## src/rtl/rx_lock.sv

```systemverilog
// rx_lock: captures UART rx bytes, republishes them with a one-cycle new_data strobe and watches link health.
// Latency: tick at edge N -> data_out/new_data/link_ok at N+1. No backpressure. Optional repeat filter: RX_LOCK_FILTER_EN.
module rx_lock #(
    parameter int DATA_WIDTH    = 8,
    parameter int TIMEOUT_LIMIT = 57400,
    parameter int CNT_WIDTH     = 16
) (
    input  logic                  pclk,
    input  logic                  rst,
    input  logic                  rx_done_tick,
    input  logic [DATA_WIDTH-1:0] data_in,
    output logic [DATA_WIDTH-1:0] data_out,
    output logic                  new_data,
    output logic                  link_ok
);

    typedef enum logic [1:0] {
        S_IDLE    = 2'd0,
        S_CAPTURE = 2'd1,
        S_HOLD    = 2'd2
    } state_t;

    localparam logic [CNT_WIDTH-1:0] LIMIT = CNT_WIDTH'(TIMEOUT_LIMIT);

    state_t                state_q, state_d;
    logic [DATA_WIDTH-1:0] shadow_q, shadow_d;
    logic [DATA_WIDTH-1:0] data_out_q, data_out_d;
    logic [CNT_WIDTH-1:0]  cnt_q, cnt_d;
    logic                  new_data_q, new_data_d;
    logic                  link_ok_q, link_ok_d;
    logic                  timeout;

`ifdef RX_LOCK_FILTER_EN
    logic [DATA_WIDTH-1:0] hist_q, hist_d;
    logic                  hist_vld_q, hist_vld_d;
`endif

    assign timeout = (cnt_q == LIMIT);

    always_ff @(posedge pclk or posedge rst) begin
        if (rst) begin
            state_q <= S_IDLE;
        end else begin
            state_q <= state_d;
        end
    end

    always_comb begin
        state_d = S_IDLE;
        case (state_q)
            S_IDLE:    state_d = rx_done_tick ? S_CAPTURE : S_IDLE;
            S_CAPTURE: state_d = S_HOLD;
            S_HOLD: begin
                if (rx_done_tick)  state_d = S_CAPTURE;
                else if (timeout)  state_d = S_IDLE;
                else               state_d = S_HOLD;
            end
            default:   state_d = S_IDLE;
        endcase
    end

    always_comb begin
        shadow_d   = shadow_q;
        data_out_d = data_out_q;
        cnt_d      = cnt_q;
        new_data_d = 1'b0;
        link_ok_d  = link_ok_q;
`ifdef RX_LOCK_FILTER_EN
        hist_d     = hist_q;
        hist_vld_d = hist_vld_q;
`endif
        case (state_q)
            S_IDLE: begin
                cnt_d = '0;
                if (rx_done_tick) shadow_d = data_in;
            end
            S_CAPTURE: begin
                cnt_d     = '0;
                link_ok_d = 1'b1;
`ifdef RX_LOCK_FILTER_EN
                // Publish only a byte seen twice in a row; otherwise remember it.
                if (hist_vld_q && (hist_q == shadow_q)) begin
                    data_out_d = shadow_q;
                    new_data_d = 1'b1;
                end else begin
                    hist_d     = shadow_q;
                    hist_vld_d = 1'b1;
                end
`else
                data_out_d = shadow_q;
                new_data_d = 1'b1;
`endif
            end
            S_HOLD: begin
                // Saturate so the counter never wraps past the limit.
                if (!timeout) cnt_d = cnt_q + CNT_WIDTH'(1);
                if (rx_done_tick) begin
                    shadow_d = data_in;
                end else if (timeout) begin
                    link_ok_d = 1'b0;
`ifdef RX_LOCK_FILTER_EN
                    hist_vld_d = 1'b0;
`endif
                end
            end
            default: ;
        endcase
    end

    always_ff @(posedge pclk or posedge rst) begin
        if (rst) begin
            shadow_q   <= '0;
            data_out_q <= '0;
            cnt_q      <= '0;
            new_data_q <= 1'b0;
            link_ok_q  <= 1'b0;
`ifdef RX_LOCK_FILTER_EN
            hist_q     <= '0;
            hist_vld_q <= 1'b0;
`endif
        end else begin
            shadow_q   <= shadow_d;
            data_out_q <= data_out_d;
            cnt_q      <= cnt_d;
            new_data_q <= new_data_d;
            link_ok_q  <= link_ok_d;
`ifdef RX_LOCK_FILTER_EN
            hist_q     <= hist_d;
            hist_vld_q <= hist_vld_d;
`endif
        end
    end

    assign data_out = data_out_q;
    assign new_data = new_data_q;
    assign link_ok  = link_ok_q;

endmodule

```

## config.mk

```make
export PLATFORM = sky130hd
export DESIGN_NAME = rx_lock
export DESIGN_NICKNAME = d
export VERILOG_FILES = /design/src/rtl/rx_lock.sv
export SDC_FILE = /design/constraint.sdc
export NUM_CORES = 1
export LEC_CHECK = 0
export ABC_AREA = 1
export BUFFER_PORTS_ARGS = -buffer_cell sky130_fd_sc_hd__buf_2
export CORE_MARGIN = 10
export CORE_UTILIZATION = 52
export CTS_CLUSTER_SIZE = 16
export DETAILED_ROUTE_END_ITERATION = 12
export PLACE_DENSITY_LB_ADDON = 0.05
export SETUP_SLACK_MARGIN = 0.5
export SLEW_MARGIN = 20
export SYNTH_ARGS = -nofsm -noshare
export SYNTH_HDL_FRONTEND = slang
export SYNTH_SLANG_ARGS = --single-unit
```

## constraint.sdc

```tcl
create_clock -name pclk -period 1.8 [get_ports pclk]
set_clock_uncertainty 0.1 [all_clocks]
set_input_delay 0.36 -clock pclk [delete_from_list [all_inputs] [get_ports pclk]]
set_output_delay 0.36 -clock pclk [all_outputs]
set_load 0.01 [all_outputs]
```

==> flow_summary.yaml <==
timing:
  finalCritPeriodShare_pct: 85.8
  drv_slew: 0
  hold_violations: 0
  rsz0062_at_grt: "true"
  tightest_slew_ns: 0.446
  finalSetupViolCount: 0
  fmaxAchievable_mhz: 647
  fin_crit_ns: 1.55
  fin_tns_setup_ns: 0
  slew_headroom_pct: 70.3
  hold_ws_ns: 0.109
floorplan:
  dieWidth_um: 79.7
  io_pins: 21
  rows: 21
  core_area_mm2: 0.00339
  start_util_pct: 54.7
  dieArea_mm2: 0.00635
  die_y_um: 79.7
setup_path:
  path_class: "reg -> reg"
  crit_path_cell_trace: "inv_2, ha_4, nand3_4, nor2_4, nand2_4, a21oi_4, buf_12, nand2_1, o21ai_2"
  reg2reg_slack_ns: 0.25
  r2r_cells: 9
  critPathMaxFanout: 12
  max_stage_delay_ns: 0.43
  timing.rr.end: "cnt_q[0]"
  cp-end-kind: "flip-flop"
  r2r_start: "cnt_q[1]"
  cp_top_family: "flip-flops"
  slowest_stage: "dfrtp_1"
  worstSetupStartpointType: "flip-flop"
  required_ns: 1.98
  path_depth: 9
  arrival_ns: 1.72
  worst-path-buf-inv: 2
power_and_ir_drop:
  power_density_mw_per_mm2: 753
  p_leak_nw: 1.22
  total_power_mw: 1.84
  vdd_drop_max_uv: 565
synthesis:
  synth_seq_area_share_pct: 48.6
  netlist_area_mm2: 0.00185
  synthCells: 239
  yosysUniqueCellTypes: 23
  syn_area_per_cell_um2: 7.76
  yosys_warnings: 0
  ys_ff_latch: 36
  syn-num-nets: 252
final_layout:
  nets: 303
  final_area_mm2: 0.00245
  seq_area_um2: 907
  finalNonFillerCells: 337
  diodes: 0
  mostFrequentLayoutCells: "92 x nand2_1, 31 x dfrtp_1, 24 x buf_4"
  nFillCells: 239
  syn_to_final_growth_pct: 32.1
  drive_gt1_share_pct: 34.7
  multiInputGateArea_um2: 981
  final_common_cell: "nand2_1"
global_route:
  grt_pass1_vias: 1603
  antenna_found_initial: 0
  grt_max_degree: 37
  grt_usage_pct: 13.8
  grt_overflow: 0
  grt_pass1_wl_um: 7000
placed_design:
  placed_cells: 306
  place.gp.congestion: 0.816
  dpl_cell_area_mm2: 0.00202
  dp_hpwl_um: 2680
  port_buffers: 20
routing:
  drtIter0Drc: 145
  vias: 1661
  postRouteWirelength_um: 4410
  wl_per_cell_um: 13.1
  first_pass_iters: 4
  drc: 0
  postRouteAntennaNets: 0
  routed_via_density: 4.93
clock_tree:
  path_clk_slew_ns: 0.11
  cts.sinks: 36
  clockBufferDepth: 2
  cts-root-buf: "clkbuf_4"
  insertion_delay_ns: 0.35
  cts_tree: "built"
  cts_buffers: 5
  htreeDepth: 2
hold_path:
  min-delay-start: "data_in[4]"
  hold_path_end: "shadow_q[4]"
  holdPathStages: 3
  worstHoldPathType: "in -> reg"
run_status:
  status: "complete, no violations"
run:
  drv_cap: 0
what timing repair did:
action | in CTS | in global routing
pin swaps | 2 | 3
hold buffers | 1 | 0
endpoints found under the setup margin | 36 | 36
gates cloned | 0 | 2
hold endpoints to repair | 9 | 0
buffers inserted | 14 | 6
gates resized for setup | 22 | 26
worst min-delay path, cell delays in order:
cell     delay [ns]
buf_2          0.07
nand2_1        0.04
nand2_1        0.04
state kept, by name (all words and copies together) (netlist names):
signal,cells
cnt_q,16
data_out,8
state_q,2
shadow_q,8
link_ok,1
new_data,1
cell type report:
class                   instances  area share, %
well taps                      46           2.35
multi-input cells             174           40.1
repair inverters                1          0.307
inverters                      26           4.14
flip-flops and latches         36           37.0
clock buffers                   8           2.40
repair buffers                 46           13.7
metrics by stage:
| stage | worst slack (ns) | utilization [%] |
|---|---|---|
| 2_1_floorplan | 0.310 | - |
| 3_3_place_gp | 0.167 | 59.6 |
| 3_5_place_dp | 0.131 | 59.6 |
| 4_1_cts | 0.298 | 67.5 |
| 5_1_grt | 0.160 | 72.2 |
| 6_report | 0.255 | 72.2 |
worst max-delay path by stage:
stage          startpoint        end
2_1_floorplan    cnt_q[0]   cnt_q[5]
3_3_place_gp     cnt_q[0]  cnt_q[14]
3_5_place_dp     cnt_q[0]  cnt_q[15]
4_1_cts          cnt_q[2]  cnt_q[13]
5_1_grt          cnt_q[0]  cnt_q[15]
6_report         cnt_q[1]   cnt_q[0]
metal layers:
layer  vias up  global-route usage, %  wire [um]  part of all wire (%)
met5         -                      0          0                     0
met4         0                   6.09        106                   2.4
met3        11                   4.84        173                   3.9
met2        31                   22.9       2240                    51
met1       766                   15.6       1890                    43
li1        853                      -          -                     -
cell families (layout without fill, tap and decap cells):
logic type,after synthesis,after routing,share of synthesized area [%]
xor+xnor,4,4,1.89
compound gates,17,17,6.82
buf+inv,30,81,6.95
fa+ha+maj,2,2,1.35
simple gates,150,151,34.4
flops,36,36,48.6
where the power goes:
group / switching (mW) / internal [mW] / total, mW
Sequential: 0.0509 / 0.892 / 0.943
Clock: 0.265 / 0.193 / 0.458
Combinational: 0.234 / 0.209 / 0.443
Total: 0.550 / 1.29 / 1.84
Yosys cell counts:
cell type,count,share of area (%)
nand2_1,96,19
dfrtp_1,36,49
inv_1,23,4.7
nand3_1,21,5.7
nor2_1,17,3.4
o21ai_2,8,3.8
nand2_2,6,2.0
o21ai_0,6,1.6
nor2_2,4,1.3
xor2_1,4,1.9
buf_6,2,1.2
clkinv_1,2,0.41
ha_1,2,1.3
nand4_1,2,0.67
o21ai_1,2,0.54
a21oi_4,1,0.88
buf_2,1,0.27
clkbuf_1,1,0.20
inv_2,1,0.20
nand3_2,1,0.54
nand3b_1,1,0.41
nor2_4,1,0.61
nor3_1,1,0.27
No activity file was read; power rests on OpenSTA's default activity.
